$ cat config.mk
export PLATFORM = sky130hd
export DESIGN_NAME = hazard_ctrl
export DESIGN_NICKNAME = d
export VERILOG_FILES = /design/src/rtl/pipeline_defs.sv /design/src/rtl/hazard_detect.sv /design/src/rtl/hazard_ctrl.sv
export SDC_FILE = /design/constraint.sdc
export NUM_CORES = 1
export LEC_CHECK = 0
export CAP_MARGIN = 20
export CORE_MARGIN = 3
export CORE_UTILIZATION = 44
export DETAILED_ROUTE_END_ITERATION = 12
export MAX_ROUTING_LAYER = met4
export PLACE_DENSITY = 0.89
export SETUP_SLACK_MARGIN = 0.3
export SLEW_MARGIN = 20
export SYNTH_ARGS = -nofsm -noshare
export SYNTH_HDL_FRONTEND = slang
export SYNTH_SLANG_ARGS = --single-unit
$ cat constraint.sdc
create_clock -name Clk -period 2.2 [get_ports Clk]
set_input_delay 0.33 -clock Clk [delete_from_list [all_inputs] [get_ports Clk]]
set_output_delay 0.33 -clock Clk [all_outputs]
set_load 0.02 [all_outputs]
$ cat src/rtl/pipeline_defs.sv
// Shared pipeline definitions: hazard FSM states, bubble ALUOp, multi-cycle default.
package pipeline_defs;

    typedef enum logic {
        RUN  = 1'b0,
        BUSY = 1'b1
    } hz_state_e;

    // ALUOp value carried by an ID/EX control bubble
    localparam logic [4:0] BUBBLE_ALUOP = 5'b10000;

    // Default EX-stage occupancy of a multi-cycle op (legal range 2..16)
    localparam int unsigned MULT_CYCLES_DEF = 4;

    // Width of the multi-cycle hold down-counter
    localparam int unsigned HOLD_CNT_W = 4;

endpackage

$ cat src/rtl/hazard_detect.sv
// Register-compare hazard detection: load-use and branch-operand hazards.
// Register 0 is hard-wired zero and never produces a hazard.
module hazard_detect
    import pipeline_defs::*;
(
    input  logic [4:0] ID_Rs,
    input  logic [4:0] ID_Rt,
    input  logic       ID_UsesRt,
    input  logic       ID_Branch,
    input  logic [4:0] EX_WriteReg,
    input  logic       EX_RegWrite,
    input  logic [1:0] EX_MemRead,
    input  logic [4:0] MEM_WriteReg,
    input  logic [1:0] MEM_MemRead,
    output logic       LoadUse,
    output logic       BrHaz
);

    logic w_ex_rs_hit;
    logic w_ex_rt_hit;
    logic w_mem_rs_hit;
    logic w_mem_rt_hit;

    // Destination/source matches, excluding register 0
    always_comb begin
        w_ex_rs_hit  = (EX_WriteReg  != '0) && (EX_WriteReg  == ID_Rs);
        w_ex_rt_hit  = (EX_WriteReg  != '0) && (EX_WriteReg  == ID_Rt);
        w_mem_rs_hit = (MEM_WriteReg != '0) && (MEM_WriteReg == ID_Rs);
        w_mem_rt_hit = (MEM_WriteReg != '0) && (MEM_WriteReg == ID_Rt);
    end

    // Load in EX feeding ID, and branch operands still in flight in EX/MEM
    always_comb begin
        LoadUse = (EX_MemRead != '0) && (w_ex_rs_hit || (ID_UsesRt && w_ex_rt_hit));
        BrHaz   = ID_Branch &&
                  ((EX_RegWrite && (w_ex_rs_hit || w_ex_rt_hit)) ||
                   ((MEM_MemRead != '0) && (w_mem_rs_hit || w_mem_rt_hit)));
    end

endmodule

$ cat src/rtl/hazard_ctrl.sv
// Pipeline hazard controller: multi-cycle EX hold FSM, stall/flush priority,
// and a free-running stalled-cycle performance counter.
module hazard_ctrl
    import pipeline_defs::*;
#(
    parameter int unsigned MULT_CYCLES = MULT_CYCLES_DEF
)
(
    input  logic        Clk,
    input  logic        Rst_n,
    input  logic [4:0]  ID_Rs,
    input  logic [4:0]  ID_Rt,
    input  logic        ID_UsesRt,
    input  logic        ID_Branch,
    input  logic        ID_BranchTaken,
    input  logic        ID_Jump,
    input  logic [4:0]  EX_WriteReg,
    input  logic        EX_RegWrite,
    input  logic [1:0]  EX_MemRead,
    input  logic [4:0]  MEM_WriteReg,
    input  logic [1:0]  MEM_MemRead,
    input  logic        EX_MultiCycle,
    output logic        Stall,
    output logic        PCWrite,
    output logic        IFIDWrite,
    output logic        IFIDFlush,
    output logic        ExHold,
    output logic [15:0] StallCount
);

    localparam logic [HOLD_CNT_W-1:0] CNT_LOAD = HOLD_CNT_W'(MULT_CYCLES - 2);

    hz_state_e             r_state;
    hz_state_e             w_state_nxt;
    logic [HOLD_CNT_W-1:0] r_cnt;
    logic [HOLD_CNT_W-1:0] w_cnt_nxt;
    logic [15:0]           r_stall_cnt;
    logic                  w_load_use;
    logic                  w_br_haz;
    logic                  w_hold;

    hazard_detect u_detect (
        .ID_Rs        (ID_Rs),
        .ID_Rt        (ID_Rt),
        .ID_UsesRt    (ID_UsesRt),
        .ID_Branch    (ID_Branch),
        .EX_WriteReg  (EX_WriteReg),
        .EX_RegWrite  (EX_RegWrite),
        .EX_MemRead   (EX_MemRead),
        .MEM_WriteReg (MEM_WriteReg),
        .MEM_MemRead  (MEM_MemRead),
        .LoadUse      (w_load_use),
        .BrHaz        (w_br_haz)
    );

    // EX hold: first cycle of a multi-cycle op in RUN, then BUSY until Cnt hits 0
    always_comb begin
        w_hold = ((r_state == RUN) && EX_MultiCycle) ||
                 ((r_state == BUSY) && (r_cnt != '0));
    end

    // State, hold counter and stall counter registers
    always_ff @(posedge Clk or negedge Rst_n) begin
        if (!Rst_n) begin
            r_state     <= RUN;
            r_cnt       <= '0;
            r_stall_cnt <= '0;
        end else begin
            r_state <= w_state_nxt;
            r_cnt   <= w_cnt_nxt;
            if (Stall) begin
                r_stall_cnt <= r_stall_cnt + 16'd1;
            end
        end
    end

    // Next state: RUN->BUSY on a multi-cycle op; BUSY counts down, then returns to RUN
    always_comb begin
        w_state_nxt = r_state;
        w_cnt_nxt   = r_cnt;
        unique case (r_state)
            RUN: begin
                if (EX_MultiCycle) begin
                    w_state_nxt = BUSY;
                    w_cnt_nxt   = CNT_LOAD;
                end
            end
            BUSY: begin
                if (r_cnt != '0) begin
                    w_cnt_nxt = r_cnt - 1'b1;
                end else begin
                    w_state_nxt = RUN;
                end
            end
            default: begin
                w_state_nxt = RUN;
                w_cnt_nxt   = '0;
            end
        endcase
    end

    // Outputs: reset override, then hold > data-hazard stall > control flush
    always_comb begin
        Stall     = 1'b0;
        PCWrite   = 1'b1;
        IFIDWrite = 1'b1;
        IFIDFlush = 1'b0;
        ExHold    = 1'b0;
        if (Rst_n) begin
            if (w_hold) begin
                ExHold    = 1'b1;
                Stall     = 1'b1;
                PCWrite   = 1'b0;
                IFIDWrite = 1'b0;
            end else if (w_load_use || w_br_haz) begin
                Stall     = 1'b1;
                PCWrite   = 1'b0;
                IFIDWrite = 1'b0;
            end else if (ID_Jump || ID_BranchTaken) begin
                IFIDFlush = 1'b1;
            end
        end
    end

    // Expose the performance counter
    always_comb begin
        StallCount = r_stall_cnt;
    end

endmodule

* Yosys cells after proc, flatten, opt, wreduce, memory -nomap -nowiden
Cells that the tools add are included.
Cells by class: $lt $le $gt $ge 0, bitwise logic cells 1, equality and inequality tests 6, shift operators 0, reduce and logical (&&, ||, !) cells 24, add/sub/neg operators 2, divide/modulo/power cells 0, $mul 0, mux-type cells 18
Operators by type and width (number):
- equality test 5 bit | 4
- adder 16 x 1 -> 16 bit (second input constant) | 1
- 2-to-1 mux 1 bit | 14
- logical AND 1 bit | 11
- nonzero test 5 bit | 2
- 2-to-1 mux 4 bit | 2
- one-hot mux 4 bit (2 select lines) | 1
- logical OR 1 bit | 7
- nonzero test 2 bit | 2
- nonzero test 4 bit | 1
- subtractor 4 x 1 -> 4 bit (second input constant) | 1
- inequality test 2 x 1 -> 1 bit (second input constant) | 1
- inequality test 2 bit (second input constant) | 1
- one-hot mux 1 bit (2 select lines) | 1
- AND reduction 2 bit | 1
- NOT 1 bit | 1
Storage, ports and cells: input bits 32, flip-flop bits (word level) 21, logic and storage cells 54, memories 0, ROM bits 0, output and inout port bits 21, latch bits 0, memory bits (writable) 0

* Logic depth before layout (Yosys ltp)
word-level depth 10, mapped depth 9, depth with buffers taken out 7

* Hierarchy
A second synthesis with hierarchy kept.
Second synthesis, totals: cell total of the unflattened synthesis 135, area total of the unflattened synthesis 1338.8 µm²
Modules (own cells, without submodules):
- hazard_ctrl | cells each 98, sequential area each 525.5 µm², times used 1, area an instance 1057.3 µm²
- hazard_detect | cells each 37, sequential area each 0.0 µm², times used 1, area an instance 281.5 µm²

* Worst setup path after synthesis
OpenSTA, ideal clock, no wires.
path kind register to output, start register r_cnt[0], end output port IFIDFlush, stages on the path, launching flop included 10, required time 1.870 ns, path buffers 2, data arrival time 1.779 ns, path slack 0.091 ns, cells stage by stage dfrtp_1 inv_1 ha_1 nand2_1 nand2_1 and2_1 buf_2 buf_2 nand2_1 nor2_1
Between the ends: word-level cells in the longest chain between the ends 5
RTL lines:
- from (decl) | RTL line hazard_ctrl.sv:35 | logic [HOLD_CNT_W-1:0] r_cnt;
- from (signal assigned) | RTL line hazard_ctrl.sv:70 | r_cnt <= w_cnt_nxt;
- nonzero test 4 bit | RTL line hazard_ctrl.sv:59 | ((r_state == BUSY) && (r_cnt != '0));
- logical AND 1 bit | RTL line hazard_ctrl.sv:59
- logical OR 1 bit | RTL line hazard_ctrl.sv:58 | w_hold = ((r_state == RUN) && EX_MultiCycle) ||
- 2-to-1 mux 1 bit | RTL line hazard_ctrl.sv:110 | if (w_hold) begin
- 2-to-1 mux 1 bit | RTL line hazard_ctrl.sv:109 | if (Rst_n) begin
- to (decl) | RTL line hazard_ctrl.sv:26 | output logic IFIDFlush,
Every way passes these cells.

* Worst setup path after layout
start register r_cnt[0], end output port PCWrite
Between the ends: word-level cells in the longest chain between the ends 5
RTL lines:
- nonzero test 4 bit | RTL line hazard_ctrl.sv:59
- logical AND 1 bit | RTL line hazard_ctrl.sv:59
- logical OR 1 bit | RTL line hazard_ctrl.sv:58
- 2-to-1 mux 1 bit | RTL line hazard_ctrl.sv:110
- 2-to-1 mux 1 bit | RTL line hazard_ctrl.sv:109
- to (decl) | RTL line hazard_ctrl.sv:24 | output logic PCWrite,
Every way passes these cells.

==> load_flow_metrics.sql <==
INSERT INTO impl_metrics (metric_group, metric, value, unit) VALUES
('grt', 'grt_max_degree', '18', ''),
('synth', 'synth.distinct_cells', '32', ''),
('setup_path', 'worst_path_dominant_cell_family', 'flip-flops', ''),
('timing', 'finalCritPeriodShare', '88.9', '%'),
('clock_network', 'cts-buffers-inserted', '3', ''),
('status', 'run_status', 'finished, final reports clean', ''),
('die', 'fp.dieW', '62.9', 'um'),
('synth', 'synth_area_per_cell', '9.68', 'sq um'),
('grt', 'grt.total_usage', '20.4', '%'),
('synth', 'synth-compound-area-share', '16.4', '%'),
('grt', 'grt_pass1_vias', '1379', ''),
('pwr', 'vdd_ir_drop_max', '795', 'uV'),
('setup_path', 'critical-path-max-stage-delay', '0.40', 'ns'),
('synth', 'synth_fa_ha_area_share', '2.64', '%'),
('setup_path', 'path_buf_inv', '3', ''),
('pwr', 'report.power.total', '0.00194', 'W'),
('routing', 'drcViolationCount', '0', ''),
('synth', 'ff_latch_count_synth', '21', ''),
('cells_and_area', 'layout.cells.most_common_list', 'buf_4 (28), dfrtp_1 (21), clkdlybuf4s50_1 (20)', ''),
('timing', 'setup_total_negative_slack', '0', 'ns'),
('pwr', 'cellLeakagePower', '1.02', 'nW'),
('clock_network', 'clock-sinks', '21', ''),
('routing', 'vias_per_cell', '5.20', ''),
('setup_path', 'worstReg2RegEnd', 'StallCount[10]', ''),
('setup_path', 'worst_r2r_path_depth', '9', ''),
('routing', 'num_vias', '1388', ''),
('cells_and_area', 'final_nets', '259', ''),
('cells_and_area', 'finish.utilization', '72.8', '%'),
('setup_path', 'cp-start-kind', 'flop', ''),
('setup_path', 'r2r_slack', '0.40', 'ns'),
('die', 'effective_utilization_at_floorplan', '46.2', '%'),
('synth', 'synth_warnings', '0', ''),
('clock_network', 'htree_levels', '1', ''),
('setup_path', 'r2r_start', 'r_cnt[0]', ''),
('clock_network', 'cts_hold_repair.buffers', '0', ''),
('cells_and_area', 'mostFrequentLayoutCell', 'buf_4', ''),
('synth', 'xor_xnor_portion_of_the_synthesized_cell_area', '22.2', '%'),
('cells_and_area', 'syn2layout_area_growth', '57.5', '%'),
('setup_path', 'crit_arrival', '1.63', 'ns'),
('die', 'core_area', '3080', 'sq um'),
('clock_network', 'clockRootBuffer', 'clkbuf_4', ''),
('clock_network', 'clkTransAtPathRegs', '0.13', 'ns'),
('timing', 'report.final.setup_viol', '0', ''),
('placed_design', 'dpl_cell_area', '2070', 'sq um'),
('routing', 'routed_wire_length_per_instance', '14.4', 'um'),
('timing', 'fmax', '511', 'MHz'),
('die', 'placement_rows', '20', ''),
('setup_path', 'crit_type', 'flop to output port', ''),
('cells_and_area', 'num_antenna_cells', '0', ''),
('cells_and_area', 'layoutNonFillerInstCount', '267', ''),
('synth', 'mappedNetlistArea', '1420', 'sq um'),
('clock_network', 'cts_tree', 'built', ''),
('cells_and_area', 'fillerInstances', '216', ''),
('clock_network', 'clock_insertion_delay_worst_skew', '0.32', 'ns'),
('placed_design', 'placedCellCount', '251', ''),
('grt', 'grt.overflow.total', '0', ''),
('placed_design', 'routabilityCongestion', '0.833', ''),
('clock_network', 'clock_tree.buffer_depth', '2', ''),
('grt', 'grt_pass1_wl', '6310', 'um'),
('timing', 'timing.final.max_slew_violations', '0', ''),
('timing', 'finalHoldViolCount', '0', ''),
('timing', 'clock-skew-final', '0.0154', 'ns'),
('placed_design', 'place_hpwl', '2740', 'um'),
('setup_path', 'worst-endpoint-required', '1.87', 'ns'),
('setup_path', 'cp_slowest_cell', 'dfrtp_1', ''),
('cells_and_area', 'post-route-cell-area', '2240', 'sq um'),
('synth', 'share_of_synthesized_cell_area_in_and_or_nand_and_nor_gates', '17.2', '%'),
('synth', 'synth_top_family_by_area', 'XOR/XNOR gates', ''),
('setup_path', 'crit_path_end_kind', 'output port', ''),
('hold_path', 'hold_path.class', 'input port to async pin', ''),
('routing', 'detailedRoute.firstPassIterationCount', '4', '');
through the flow:
step	worst slack, ns	hold slack (ns)
after floorplan	0.200	0.0344
after global placement	-0.593	0.458
after detailed placement	-0.651	0.469
after CTS	0.229	0.428
after global routing	0.180	0.433
final	0.243	0.428
state kept, by name (all words and copies together) (netlist names):
name        count
r_cnt           4
StallCount     16
r_state         1
worst max-delay path by stage:
stage,from,end,cells past startpoint
3_3_place_gp,EX_WriteReg[2],Stall,7
2_1_floorplan,EX_WriteReg[2],PCWrite,7
5_1_grt,r_cnt[0],PCWrite,8
3_5_place_dp,EX_WriteReg[2],Stall,7
4_1_cts,ID_Rs[2],PCWrite,8
6_report,r_cnt[0],PCWrite,8
what timing repair did:
item / in CTS / in global routing
buffers inserted: 7 / 5
pin swaps: 23 / 15
endpoints found under the setup margin: 19 / 10
gates resized for setup: 141 / 20
power breakdown:
group | switching [W] | internal [W]
Combinational | 0.000576 | 0.000583
Clock | 0.000126 | 0.0000682
Sequential | 0.000104 | 0.000486
area by class of cell:
cell class                      instances  area [sq um]  area share, %
Tap cell                               44          55.1           2.46
Inverter                                4          15.0          0.670
Timing Repair Buffer                   79           636           28.4
Sequential cell                        21           526           23.5
Clock inverter                          1          5.00          0.223
Clock buffer                            3          22.5           1.01
Multi-Input combinational cell        115           982           43.8
per-layer routing:
layer | vias up | GRT usage [%] | wire length (um)
li1 | 654 | - | -
met1 | 652 | 24.9 | 1640
met2 | 73 | 32.8 | 1910
met3 | 9 | 2.52 | 189
met4 | 0 | 10.7 | 106
met5 | - | - | 0
cell usage after synthesis:
library cell / instances / area, sq um
dfrtp_1: 21 / 526
and3_4: 1 / 11.3
nand2b_1: 2 / 12.5
buf_4: 1 / 7.51
ha_1: 3 / 37.5
a211oi_4: 1 / 20.0
o21ai_0: 7 / 35.0
and3_1: 2 / 12.5
buf_2: 2 / 10.0
nand3_1: 8 / 40.0
a21boi_2: 1 / 11.3
xor2_1: 23 / 201
and2_1: 2 / 12.5
nor3_1: 4 / 20.0
clkbuf_1: 2 / 7.51
a21oi_2: 8 / 70.1
xnor2_1: 13 / 114
a21boi_4: 1 / 18.8
and4_1: 2 / 17.5
nand2_1: 14 / 52.6
a211oi_1: 6 / 45.0
and4_4: 1 / 11.3
a2111oi_2: 1 / 15.0
o211ai_1: 1 / 7.51
nor2_1: 6 / 22.5
nand4_1: 5 / 31.3
inv_1: 4 / 15.0
o22ai_1: 1 / 6.26
buf_1: 1 / 3.75
a21oi_1: 1 / 5.00
mux2_1: 1 / 11.3
buf_6: 1 / 11.3
cells by family after synthesis:
| logic type | after synthesis |
|---|---|
| fa+ha+maj | 3 |
| flops | 21 |
| simple gates | 47 |
| xor+xnor | 36 |
| compound gates | 28 |
| mux | 1 |
| buf+inv | 11 |
Power figures use the tool's default switching activity.
